===== config.mk =====
export PLATFORM = sky130hd
export DESIGN_NAME = port_arbiter
export DESIGN_NICKNAME = d
export VERILOG_FILES = /design/src/rtl/port_arbiter.sv
export SDC_FILE = /design/constraint.sdc
export NUM_CORES = 1
export LEC_CHECK = 0
export ABC_CLOCK_PERIOD_IN_PS = 2400
export CORE_MARGIN = 1
export CORE_UTILIZATION = 38
export DETAILED_ROUTE_END_ITERATION = 7
export MAX_ROUTING_LAYER = met4
export PLACE_DENSITY = 0.85
export SLEW_MARGIN = 30
export SYNTH_ARGS = -nofsm -noshare
export SYNTH_HDL_FRONTEND = slang
export SYNTH_SLANG_ARGS = --single-unit
export TNS_END_PERCENT = 5

===== constraint.sdc =====
create_clock -name CLK -period 2.4 [get_ports CLK]
set_input_delay 0.48 -clock CLK [delete_from_list [all_inputs] [get_ports CLK]]
set_output_delay 0.48 -clock CLK [all_outputs]
set_load 0.1 [all_outputs]

===== src/rtl/port_arbiter.sv =====
// Neighbor-port transfer arbiter: one read or write per request, targeted at a port, ANY or LAST.
// Define PORT_ARBITER_LAST_EN to enable LAST tracking; otherwise LAST behaves as NIL.
module port_arbiter #(
    parameter int WORD_W = 11
) (
    input  logic                  CLK,
    input  logic                  nRST,
    input  logic                  req,
    input  logic [2:0]            dir,
    input  logic                  wr,
    input  logic [WORD_W-1:0]     wdata,
    input  logic                  cancel,
    input  logic [3:0]            nb_valid,
    input  logic [4*WORD_W-1:0]   nb_data,
    input  logic [3:0]            nb_ready,
    output logic [3:0]            nb_ack,
    output logic [3:0]            tx_valid,
    output logic [WORD_W-1:0]     tx_data,
    output logic                  done,
    output logic [WORD_W-1:0]     rdata,
    output logic [1:0]            last_dir
);

    localparam logic [1:0] IDLE    = 2'd0;
    localparam logic [1:0] RD_WAIT = 2'd1;
    localparam logic [1:0] WR_WAIT = 2'd2;
    localparam logic [1:0] DONE    = 2'd3;

    logic [1:0]        state_q, state_d;
    logic [3:0]        mask_q, mask_d;
    logic [3:0]        tx_valid_q, tx_valid_d;
    logic [WORD_W-1:0] tx_data_q, tx_data_d;
    logic [WORD_W-1:0] rdata_q, rdata_d;
    logic              last_valid_cur;
    logic [1:0]        last_dir_cur;
    logic [3:0]        req_mask;
    logic [3:0]        win;
    logic [1:0]        win_idx;
    logic              hit;

    // Fixed ANY priority: LEFT, RIGHT, UP, DOWN.
    function automatic logic [1:0] pick(input logic [3:0] w);
        if (w[2])      return 2'd2;
        else if (w[3]) return 2'd3;
        else if (w[0]) return 2'd0;
        else           return 2'd1;
    endfunction

`ifdef PORT_ARBITER_LAST_EN
    logic       any_q, any_d;
    logic       last_valid_q, last_valid_d;
    logic [1:0] last_dir_q, last_dir_d;

    assign last_valid_cur = last_valid_q;
    assign last_dir_cur   = last_dir_q;

    always_comb begin
        any_d        = any_q;
        last_valid_d = last_valid_q;
        last_dir_d   = last_dir_q;
        if (state_q == IDLE && req)
            any_d = (dir == 3'd4);
        if (hit && any_q) begin
            last_valid_d = 1'b1;
            last_dir_d   = win_idx;
        end
    end

    always_ff @(posedge CLK) begin
        if (nRST) begin
            any_q        <= 1'b0;
            last_valid_q <= 1'b0;
            last_dir_q   <= '0;
        end else begin
            any_q        <= any_d;
            last_valid_q <= last_valid_d;
            last_dir_q   <= last_dir_d;
        end
    end
`else
    assign last_valid_cur = 1'b0;
    assign last_dir_cur   = '0;
`endif

    always_comb begin
        req_mask = '0;
        case (dir)
            3'd0, 3'd1, 3'd2, 3'd3: req_mask = 4'b0001 << dir[1:0];
            3'd4:                   req_mask = 4'b1111;
            3'd5:                   req_mask = last_valid_cur ? (4'b0001 << last_dir_cur) : 4'b0000;
            default:                req_mask = '0;
        endcase
    end

    always_comb begin
        win = '0;
        if (state_q == RD_WAIT)
            win = mask_q & nb_valid;
        else if (state_q == WR_WAIT)
            win = tx_valid_q & nb_ready;
    end

    assign win_idx = pick(win);
    assign hit     = (|win) && !cancel;

    always_comb begin
        state_d    = state_q;
        mask_d     = mask_q;
        tx_valid_d = tx_valid_q;
        tx_data_d  = tx_data_q;
        rdata_d    = rdata_q;
        case (state_q)
            IDLE: begin
                if (req) begin
                    mask_d    = req_mask;
                    tx_data_d = wdata;
                    if (req_mask == 4'b0000) begin
                        state_d = DONE;
                        if (!wr)
                            rdata_d = '0;
                    end else if (wr) begin
                        state_d    = WR_WAIT;
                        tx_valid_d = req_mask;
                    end else begin
                        state_d = RD_WAIT;
                    end
                end
            end
            RD_WAIT: begin
                if (cancel) begin
                    state_d = IDLE;
                end else if (hit) begin
                    rdata_d = nb_data[int'(win_idx)*WORD_W +: WORD_W];
                    state_d = DONE;
                end
            end
            WR_WAIT: begin
                if (cancel) begin
                    state_d    = IDLE;
                    tx_valid_d = '0;
                end else if (hit) begin
                    state_d    = DONE;
                    tx_valid_d = '0;
                end
            end
            default: state_d = IDLE;
        endcase
    end

    always_ff @(posedge CLK) begin
        if (nRST) begin
            state_q    <= IDLE;
            mask_q     <= '0;
            tx_valid_q <= '0;
            tx_data_q  <= '0;
            rdata_q    <= '0;
        end else begin
            state_q    <= state_d;
            mask_q     <= mask_d;
            tx_valid_q <= tx_valid_d;
            tx_data_q  <= tx_data_d;
            rdata_q    <= rdata_d;
        end
    end

    assign nb_ack   = (state_q == RD_WAIT && hit) ? (4'b0001 << win_idx) : 4'b0000;
    assign tx_valid = tx_valid_q;
    assign tx_data  = tx_data_q;
    assign done     = (state_q == DONE);
    assign rdata    = rdata_q;
    assign last_dir = last_dir_cur;

endmodule


# Word level (Yosys, flattened, before mapping)
# Cells that the tools add are included.
dict set report word_totals {
  register_bits 32
  inputBits 71
  output_inout_bits 33
  wordCells 67
}
dict set report classes {
  mul 1
  n_eq_ne 16
  n_shift 3
  mux 25
  bitwise_logic 2
  reduce_logical 15
}
# op n
set ops {}
lappend ops {{$mux 11} 5}
lappend ops {{$shiftx 44x7->11} 1}
lappend ops {{$mux 4} 8}
lappend ops {{$pmux 11 s2} 1}
lappend ops {{$pmux 4 s2} 2}
lappend ops {{$mux 2} 7}
lappend ops {{$ne 2x2->1 const B} 7}
lappend ops {{$and 4x4->4} 2}
lappend ops {{$reduce_or 4->1} 2}
lappend ops {{$shl 1x2->4 const A} 2}
lappend ops {{$eq 3x2->1 const B} 2}
lappend ops {{$mul 2x4->6 const B} 1}
lappend ops {{$reduce_and 6->1} 1}
lappend ops {{$reduce_and 5->1} 1}
lappend ops {{$eq 2x2->1 const B} 2}
lappend ops {{$logic_not 4->1} 1}
lappend ops {{$pmux 2 s2} 1}
lappend ops {{$reduce_and 2->1} 2}
lappend ops {{$reduce_bool 2->1} 2}
lappend ops {{$eq 3x1->1 const B} 1}
lappend ops {{$eq 3x3->1 const B} 1}
lappend ops {{$logic_not 3->1} 1}
lappend ops {{$ne 3x1->1 const B} 1}
lappend ops {{$ne 3x3->1 const B} 1}
lappend ops {{6 further kinds} 7}

# Depth between registers and ports, before layout
# Gate-level depths: netlist of run 1.
dict set report depth {
  ltp_word 11
  mapped_depth 10
  mapped_depth_nobuf 7
}

# Worst setup path after synthesis of run 1
# No wires, ideal clock.
dict set report synth_timing {
  path_type {flip-flop to output port}
  from {register tx_valid_q[0], in the netlist tx_valid[0]}
  to {output nb_ack[0]}
  arrival_time_ns 4.770
  required_time_ns 1.920
  setup_slack_ns -2.850
  stages_incl_launch_ff 5
  n_path_buf 1
  cell_sequence {dfxtp_1 nand3_1 o21ai_2 buf_2 nor4b_1}
}
dict set report synth_between {
  elab_chain_cells 8
  word_cells_on_any_way 11
  cone_classes {shift: 1; mux: 6; bitwise: 1; reduce/logical: 3}
}
# element line_no
set synth_lines {}
lappend synth_lines {{start, declared} 31} ;# logic [3:0] tx_valid_q, tx_valid_d;
lappend synth_lines {{start signal, assigned} 160} ;# tx_valid_q <= tx_valid_d;
lappend synth_lines {{$and 4x4->4 *} 100} ;# win = tx_valid_q & nb_ready;
lappend synth_lines {{$mux 4 *} 99} ;# else if (state_q == WR_WAIT)
lappend synth_lines {{$mux 4 *} 97} ;# if (state_q == RD_WAIT)
lappend synth_lines {{$mux 1} 45} ;# else if (w[0]) return 2'd0;
lappend synth_lines {{$mux 2} 44} ;# else if (w[3]) return 2'd3;
lappend synth_lines {{$mux 2} 43} ;# if (w[2]) return 2'd2;
lappend synth_lines {{$shl 1x2->4} 166} ;# assign nb_ack = (state_q == RD_WAIT && hit) ? (4'b0001 << win_idx) : 4'b0000;
lappend synth_lines {{$mux 4 *} 166}
lappend synth_lines {{end, declared} 16} ;# output logic [3:0] nb_ack,
# Mark *: on every way between the ends. The rest lies on a longest branch, timed or not.

# Worst setup path after layout of run 1
dict set report layout_timing {
  from {register state_q[1]}
  to {output nb_ack[1]}
}
dict set report layout_between {
  elab_chain_cells 8
  word_cells_on_any_way 12
  cone_classes {eq/ne: 2; shift: 1; mux: 6; reduce/logical: 3}
}
# element line_no
set layout_lines {}
lappend layout_lines {{start, declared} 29} ;# logic [1:0] state_q, state_d;
lappend layout_lines {{start signal, assigned} 158} ;# state_q <= state_d;
lappend layout_lines {{$eq 2x2->1} 99}
lappend layout_lines {{$mux 4} 99}
lappend layout_lines {{$mux 4} 97}
lappend layout_lines {{$mux 1} 45}
lappend layout_lines {{$mux 2} 44}
lappend layout_lines {{$mux 2} 43}
lappend layout_lines {{$shl 1x2->4} 166}
lappend layout_lines {{$mux 4 *} 166}
# Marks and branches as above.

==> metrics.md, run 1 <==
| Metric | Value |
|---|---|
| Hpwl dp | ~4.4 mm |
| Largest stage delay on the critical path | between 0.3 and 0.4 ns |
| Via count | 1996 |
| CP max-delay cell | dfxtp_4 |
| Synth area leader | dfxtp_1 |
| Type of the tightest min-delay check | reg -> reg |
| Crit-path leading delay family | simple AND/OR/NAND/NOR gates |
| Crit start category | flop |
| Max-slew violations | 0 |
| Total GRT Usage | 23.33% |
| CP required | 1.92 ns |
| Outcome | complete, but fails checks |
| Final hold violation count | 0 |
| Cells after Synth | 213 |
| Grt ovf | 0 |
| Dpl ws | -0.08607 ns |
| Placed cell count | 364 |
| Core area | 0.004474 sq mm |
| Worst slew pin tran | between 0.7 and 0.8 ns |
| Pre-antenna DRT Iters | 6 |
| Die area | around 0.005 sq mm |
| Layout cells sized above 1 | ~29% |
| Synth Area in Compound Gates | 21.96% |
| Max-Cap Viols | 0 |
| Fin cells | 378 |
| # port buffers | 101 |
| Worst path bufs/invs | 3 |
| Cell Area, Synth | 0.001812 sq mm |
| Starting Density | 40.49% |
| Layout area overhead | 75.76% |
| Top cell type's share of synthesized area | 35.36% |
| Post-Synth Adder-Cell Area | approximately 2.8% |
| Post-Synth XOR/XNOR Area | less than 1% |
| Total Nets Final | 400 |
| Ranking of synthesized cells by area | dfxtp_1 35%, nand2_1 8.1%, mux2_2 6.8% |
| Largest family of logic cells by synthesized area | simple AND/OR/NAND/NOR gates |
| N_diodes | 0 |
| Die X | 71.05 um |
| Clock sink total | 32 |
| Async set-reset flop share out of synthesis | 0% |
| Maximum number of pins on one net before global-route repair | 16 |
| Ys flop type | dfxtp_1 |
| DP Area | 0.002982 sq mm |
| Residual DRC | 13 |
| Initial antenna violation count | 0 |
| VDD IR max | 0.6406 mV |
| Vias in the first global route | 2096 |
| CP Cell Sequence | inv_2 > ha_4 > nand3_2 > o21ai_4 > buf_4 > nor4_4 > buf_12 |
| Sequential area share after synthesis | 35.36% |
| CTS Hold Buffers Added | 0 |
| Post-synthesis simple-gate area fraction | 23.14% |
| Initial DRC Count | 114 |
| #FFs+latches synth | 32 |
| CTS buffer count | 5 |
| Clock input transition at the sequential cells of the worst setup and hold paths | 0.07 ns |
| DR vias/cell | 5.280 |
| Failing checks | DRC |
| Post-synthesis mux area share | 10.15% |
| Clock skew | 0.006240 ns |
| Yosys warns | 0 |
| # IOs | 104 |
| RSZ-0062 raised after global routing | true |
| Final period utilization | around 100% |
| Crit path kind | reg -> out |
| Final min period | 2.365 ns |
| WL final | 5.637 mm |
| Setup slack after layout | 0.03502 ns |
| Gpl congestion | 0.7535 |
| Fillers | 358 |
| Fmax achieved | around 420 MHz |
| Post-route design area | 0.003184 sq mm |
| Netlist cell types | 36 |
| Slew HR | 50.43% |
| Final Setup Violations | 0 |
| CP Max Fanout | 10 |
| Pwr dens | around 800 mW/mm^2 |
| Mapped Avg Cell Area | 8.506 sq um |
| H-tree levels | 2 |
| Detail Route Antenna Nets | 0 |
| Clk_lat worst skew | 0.29 ns |
| Routed len/inst | between 10 and 15 um |
| Longest Clk Path Bufs | 2 |
| Chip Height | 71.05 um |
| Pleak | 1.219 nW |
| Crit. End Element | output pin |
| Rows | 24 |
| EDFF count, synth | 0 |
| First-pass GRT wire length | 9.011 mm |
| Setup TNS | 0 ns |
| Critical Path AT | roughly 1.9 ns |
| CTS tree | done |
| CTS root buffer | clkbuf_8 |
==> layout make-up <==
class	count	area [sq um]	area share [%]
Clock inverter	2	35.03	1.100
Multi-Input combinational cell	163	1207	37.92
Timing Repair Buffer	119	1135	35.64
Clock buffer	6	72.57	2.279
Inverter	4	15.01	0.4715
Sequential cell	32	654.4	20.55
Tap cell	52	65.06	2.043
==> worst paths after layout <==
| check | from | end | slack, ns | cells after the start |
|---|---|---|---|---|
| worst min register to register | tx_data[8] | tx_data[8] | 0.46 | 2 |
| worst max-delay path | state_q[1] | nb_ack[1] | 0.04 | 7 |
| worst min-delay path | tx_data[8] | tx_data[8] | 0.46 | 2 |
| worst max register to register | state_q[0] | rdata[10] | 0.17 | 10 |
==> where the power goes <==
group	internal [mW]	leakage (nW)	total (mW)	switching (mW)
clock	0.308	0.0552	0.513	0.205
sequential	0.619	0.263	0.685	0.0661
combinational	0.498	0.901	1.34	0.847
==> tightest hold or removal path, stage by stage (launching register included) <==
cell	delay, ns
dfxtp_1	0.31
nand2_1	0.05
a21oi_1	0.05
==> synth_stat cells, drive strengths merged, types with 2 or more instances <==
master / count
a221oi: 11
a31oi: 2
dfxtp: 32
nand3: 8
xnor2: 2
nor2b: 3
a211o: 2
mux2: 11
mux2i: 6
and2: 12
nor2: 7
o2bb2ai: 11
inv: 4
clkbuf: 8
buf: 7
ha: 4
nor4: 3
nand2: 39
a21oi: 16
nor3: 2
nand2b: 7
o21ai: 8
==> what timing repair did <==
item                       in CTS  in global routing
gates resized for setup         4                  7
buffers inserted                3                  3
setup endpoints to repair       3                 13
pin swaps                       2                  1
==> state kept, by name (all words and copies together) (netlist names) <==
register	cells
tx_data	11
mask_q	4
rdata	11
tx_valid	4
state_q	2
==> logic make-up after synthesis <==
logic type,after synthesis
xor+xnor,2
compound gates,53
flops,32
other cells,1
fa+ha+maj,4
mux,17
buf+inv,19
simple gates,85
==> metal layers <==
layer  up-vias  wire length, um  track usage (%)
met4         0               92            4.222
met2        95             2771            42.63
li1        978                -                -
met3        10              563            7.265
met5         -                0                -
met1       913             2210            24.91
==> metrics by stage <==
step,util (%),hold WS (ns),power [mW]
floorplan,-,0.4366,1.599
global placement,66.64,0.4422,1.913
detailed placement,66.64,0.4472,1.943
CTS,69.91,0.4563,2.494
global route,71.17,0.4710,2.684
finish,71.17,0.4563,2.543
==> cells in the final DEF (no fill, tap or decap), types with 3 or more instances in the layout <==
cell type	netlist	routed
buf_12	0	5
o2bb2ai_1	11	11
and2_1	12	12
a221oi_1	11	11
nand3_1	7	3
mux2_2	11	11
mux2i_1	6	6
dfxtp_4	0	3
nand3_2	1	3
o21ai_0	5	4
dfxtp_1	32	27
a21oi_1	16	16
clkdlybuf4s50_1	0	70
clkbuf_8	0	5
nand2_1	39	39
nand2b_1	7	7
buf_4	2	43
nor2_1	7	7
(Power assumes the default switching activity.)
==> run 2, diff against run 1 <==
GPL_TIMING_DRIVEN = 0   (was default)
==> run 2 against run 1 <==
  * The flow finishes with violations (DRC, setup timing)
  * Design area down 0.16%
  * Via count is the same
  * Routed wire length fell by 2.1%
  * Global-route usage hardly changed
  * Sequential power hardly changed
  * Clock skew hardly changed
  * Utilization shrank 0.11 points
  * Sequential cell count stayed put
  * First-iteration DRC count down 26%
  * Combinational power barely moved
  * Total power is 0.56% lower
  * Register-to-register slack better by 0.10 ns
==> metrics.md, run 2 (synthesis gave the netlist of run 1 again) <==
| Metric | Value |
|---|---|
| Initial antenna violation count | 0 |
| CTS buffer count | 5 |
| Crit start category | flop |
| Pleak | ~1.2 nW |
| Hold depth | 2 |
| Hpwl dp | 4.331 mm |
| Fillers | approximately 380 |
| CTS root buffer | clkbuf_8 |
| Type of the tightest min-delay check | reg -> reg |
| DR vias/cell | ~5.3 |
| First-pass GRT wire length | about 9 mm |
| Maximum number of pins on one net before global-route repair | 11 |
| Clock share of power | 20.0% |
| Commonest cells after routing, fill and taps aside | 95 x clkdlybuf4s50_1, 39 x nand2_1, 27 x dfxtp_1, 16 x a21oi_1, 12 x and2_1 |
| Layout cells sized above 1 | a little under a fifth |
| Worst slew pin tran | 0.9928 ns |
| Via count | between 1500 and 2000 |
| Sequential Power Share | 27.1% |
| # port buffers | 101 |
| Final hold violation count | 0 |
| H-tree levels | 2 |
| Worst R2R Path Depth | 8 |
| Max-slew violations | 0 |
| CTS Hold Buffers Added | 0 |
| CP Max Fanout | 6 |
| Placed cell count | 367 |
| WL final | ~5.5 mm |
| Chip Height | 71.05 um |
| Residual DRC | 13 |
| CTS tree | done |
| Overall power | between 2 and 3 mW |
| Fmax achieved | 397.7 MHz |
| Fin cells | between 300 and 400 |
| RSZ-0062 raised after global routing | true |
| Outcome | complete, but fails checks |
| Pwr dens | 795.2 mW/mm^2 |
| Crit path kind | reg -> out |
| Rows | 24 |
| DP Area | roughly 0.003 sq mm |
| Layout area overhead | 75.48% |
| Die area | 0.005048 sq mm |
| Combinational power share | 53.0% |
| Total GRT Usage | a little under a quarter |
| Total Nets Final | 402 |
| Clock sink total | 32 |
| Final Util | around 70% |
| Clock input transition at the sequential cells of the worst setup and hold paths | 0.07 ns |
| Critical Path AT | 2.03 ns |
| Initial DRC Count | 84 |
| Die X | 71.05 um |
| Pint | about 1.4 mW |
| Starting Density | about 40% |
| VDD IR max | 0.5206 mV |
| Switching share of power | between 40% and 50% |
| Detail Route Antenna Nets | 0 |
| Failing checks | DRC, setup timing |
| Longest Clk Path Bufs | 2 |
| Core area | 0.004474 sq mm |
| CP required | 1.92 ns |
| Routed len/inst | 14.53 um |
| Commonest non-fill, non-tap cell in the layout | clkdlybuf4s50_1 |
| Slew HR | 33.61% |
| Post-route design area | 0.003179 sq mm |
| Clk_lat worst skew | 0.29 ns |
| Final Setup Violations | 1 |
| Gpl congestion | 0.7744 |
| Vias in the first global route | 1972 |
| Max-Cap Viols | 0 |
| N_diodes | 0 |
| Pre-antenna DRT Iters | 6 |
| Final period utilization | 104.8% |
| Clock skew | 0.006536 ns |
| Setup slack after layout | -0.1142 ns |
| Net Sw Power | 1.098 mW |
| # IOs | 104 |
| Final min period | approximately 2.5 ns |
| Grt ovf | 0 |
| Crit. End Element | output pin |
| Dpl ws | -1.099 ns |
run 2: path summary, 6_finish.rpt:
| check | startpoint | end | slack (ns) |
|---|---|---|---|
| max | state_q[1] | nb_ack[1] | -0.11 |
| min | tx_data[6] | tx_data[6] | 0.46 |
| max reg2reg | state_q[1] | rdata[5] | 0.27 |
| min reg2reg | tx_data[6] | tx_data[6] | 0.46 |
run 2: critical path, cell delays in order (launching register included):
cell and delay, ns:
dfxtp_4 0.37, buf_6 0.10, ha_4 0.17, nand3_2 0.07
o21ai_2 0.19, or2b_1 0.28, nor4_4 0.30, buf_6 0.26
run 2: area by class of cell:
cell class / instances / area (sq um) / area share, %
buffer: 14 / 90.09 / 2.834
clock buffer: 6 / 72.57 / 2.283
clock inverter: 2 / 35.03 / 1.102
inverter: 4 / 17.52 / 0.5510
multi-input combinational: 163 / 1185 / 37.27
sequential: 32 / 654.4 / 20.58
tap: 52 / 65.06 / 2.046
timing repair buffer: 107 / 1060 / 33.33
run 2: repair_timing:
item | in CTS | in global routing
buffers inserted | 0 | 6
setup endpoints to repair | 5 | 4
pin swaps | 1 | 4
gates resized for setup | 32 | 10
run 2: metrics by stage:
step | hold WS [ns] | TNS, ns
global placement | 0.4404 | -3.599
detailed placement | 0.4496 | -3.961
floorplan | 0.4366 | -0.9904
finish | 0.4594 | -0.1142
CTS | 0.4601 | -0.3284
global route | 0.4795 | -0.3450
run 2: power groups by stage:
stage	sequential, mW	combinational, mW	clock [mW]
4_1_cts	0.686	1.28	0.514
2_1_floorplan	0.996	0.603	0
3_5_place_dp	0.685	1.26	0
5_1_grt	0.694	1.45	0.539
6_report	0.684	1.34	0.505
3_3_place_gp	0.680	1.23	0
run 2: per-layer routing:
metal,wire [um],vias to the layer above,GRT usage [%]
li1,-,988,-
met1,2214,913,24.38
met2,2658,86,41.03
met3,556,9,7.407
met4,91,0,8.444
met5,0,-,-
==> run 3, diff against run 2 <==
CORE_UTILIZATION = 45   (was 38)
DONT_BUFFER_PORTS = 1   (was default)
PLACE_DENSITY = 0.65   (was 0.85)
==> run 3 against run 2 <==
  * The run now ends clean
  * Non-clock buffer count down 94
  * Worst setup slack better by 0.14 ns
  * Critical path type unchanged
  * Critical path depth up 2
  * Count of clock-buffer cells in the layout unchanged
  * Fmax up 5.8%
  * Design area down 28%
  * Global-route usage up 0.39 points
  * Die area down 15%
  * Clock power down 1%
  * Final cell count down 26%
  * Routed wire length down 13%
==> metrics.md, run 3 (synthesis gave the netlist of run 1 again) <==
| Metric | Value |
|---|---|
| Setup TNS | 0 ns |
| Max-slew violations | 0 |
| Chip Height | roughly 65 um |
| Layout area overhead | 26.17% |
| WHS | 0.3253 ns |
| H-tree levels | 2 |
| Worst Hold Launch | wdata[5] |
| Hold depth | 2 |
| Reg2reg end | rdata[7] |
| Fin cells | 282 |
| Commonest non-fill, non-tap cell in the layout | nand2_1 |
| Initial DRC Count | between 80 and 90 |
| WL final | 4.802 mm |
| Setup slack, reg-to-reg | 0.10 ns |
| Gpl congestion | around 0.8 |
| Most Used Layer, Global Route | met2 |
| VDD IR max | between 0.6 and 0.7 mV |
| Fmax achieved | 420.8 MHz |
| Pre-antenna DRT Iters | 4 |
| CTS tree | done |
| Outcome | finished clean |
| Max-Cap Viols | 0 |
| Final Setup Violations | 0 |
| Total GRT Usage | 23.68% |
| # port buffers | 0 |
| Overall power | ~2.4 mW |
| Core area | 0.003771 sq mm |
| Crit. End Element | output pin |
| Met1 GRT Util | 26.72% |
| Final hold violation count | 0 |
| Critical Path AT | 1.90 ns |
| Fillers | 327 |
| CP required | 1.92 ns |
| Slew HR | about a third |
| Layout cells sized above 1 | ~29% |
| DR vias/cell | around 5.8 |
| Clock input transition at the sequential cells of the worst setup and hold paths | 0.07 ns |
| First-pass GRT wire length | 7.396 mm |
| Met2 usage | 38.79% |
| Via count | 1645 |
| Register area | 660.6 sq um |
| Crit path kind | reg -> out |
| Routed len/inst | around 17 um |
| Worst R2R Path Depth | 12 |
| Vias in the first global route | 1596 |
| N_diodes | 0 |
| Placed cell count | roughly 270 |
| Longest Clk Path Bufs | 2 |
| Starting Density | 48.04% |
| Pleak | between 0.8 and 0.9 nW |
| RSZ-0062 raised after global routing | true |
| Total Nets Final | 308 |
| Final period utilization | ~99% |
| # IOs | 104 |
| Detail Route Antenna Nets | 0 |
| Clk_lat worst skew | 0.28 ns |
| Rows | 22 |
| Crit start category | flop |
| Reg-to-reg critical path startpoint | state_q[1] |
| Final min period | 2.376 ns |
| Type of the tightest min-delay check | in -> reg |
| Initial antenna violation count | 0 |
| CTS buffer count | 5 |
| Setup slack after layout | 0.02366 ns |
| Residual DRC | 0 |
| Worst slew pin tran | 0.9987 ns |
| Met3 Usage GRT | roughly 7.8% |
| Grt ovf | 0 |
| Die X | 65.45 um |
| Clock skew | 0.004311 ns |
| Maximum number of pins on one net before global-route repair | 11 |
| Hpwl dp | 3.714 mm |
| Dpl ws | -0.1535 ns |
| Multi-input logic area | 0.001206 sq mm |
| Die area | 0.004284 sq mm |
| CTS root buffer | clkbuf_8 |
| CP Max Fanout | 8 |
| Hold Path Sink | tx_data[5] |
| Clock sink total | 32 |
| Pwr dens | 1060 mW/mm^2 |
| Commonest cells after routing, fill and taps aside | 39 x nand2_1, 26 x dfxtp_1, 16 x a21oi_1, 12 x and2_1 |
==> run 3: cell types whose count changed in the layout (fill, tap and decap cells not counted), sizes merged <==
cell | previous run | this run
clkdlybuf4s50 | 95 | 0
buf | 17 | 19
clkbuf | 13 | 14
clkinvlp | 0 | 1
dlygate4sd2 | 1 | 0
dlymetal6s2s | 1 | 0
inv | 4 | 3
==> run 3: repair_timing <==
action                                  4_1_cts  5_1_grt
resized for setup                            15        3
setup buffers                                 6        4
pin swaps                                     5        2
hold buffers                                  0        0
endpoints found under the setup margin       19        4
==> run 3: worst max-delay path by stage <==
stage	slack, ns	start	end
2_1_floorplan	-0.38	state_q[1]	nb_ack[1]
3_3_place_gp	-0.49	state_q[0]	nb_ack[1]
3_5_place_dp	-0.15	tx_valid[3]	rdata[7]
4_1_cts	0.007	state_q[1]	nb_ack[2]
5_1_grt	-0.03	state_q[1]	nb_ack[2]
6_report	0.02	state_q[1]	nb_ack[1]
==> run 3: through the flow <==
stage | area [sq um] | util (%)
6_report | 2286 | 60.62
3_3_place_gp | 1981 | 52.52
3_5_place_dp | 2032 | 53.88
2_1_floorplan | 1921 | -
5_1_grt | 2286 | 60.62
4_1_cts | 2236 | 59.29
==> run 3: area by class of cell <==
type / count / share of cell area (%)
plain buffers: 14 / 4.269
clock buffers: 6 / 3.175
clock inverters: 2 / 1.533
inverters: 4 / 0.9305
multi-input cells: 163 / 52.76
flip-flops and latches: 32 / 28.90
well taps: 48 / 2.627
repair buffers: 13 / 5.802
==> run 3: per-layer routing <==
metal / routed length (um) / vias to the layer above
met3: 328 / 9
li1: - / 797
met2: 2426 / 74
met5: 0 / -
met1: 1966 / 765
met4: 81 / 0
==> run 3: power by group <==
group	leakage (nW)	internal [mW]	switching (mW)
registers	0.264	0.621	0.395
logic	0.484	0.400	0.507
clock network	0.0552	0.308	0.192
total	0.803	1.33	1.09
==> run 3: critical path: stages (launching register included) <==
cell	delay (ns)
dfxtp_4	0.36
inv_4	0.04
ha_4	0.16
buf_12	0.14
buf_12	0.12
nand3_4	0.07
o21ai_4	0.06
or2b_1	0.25
nor4_4	0.17
buf_8	0.24
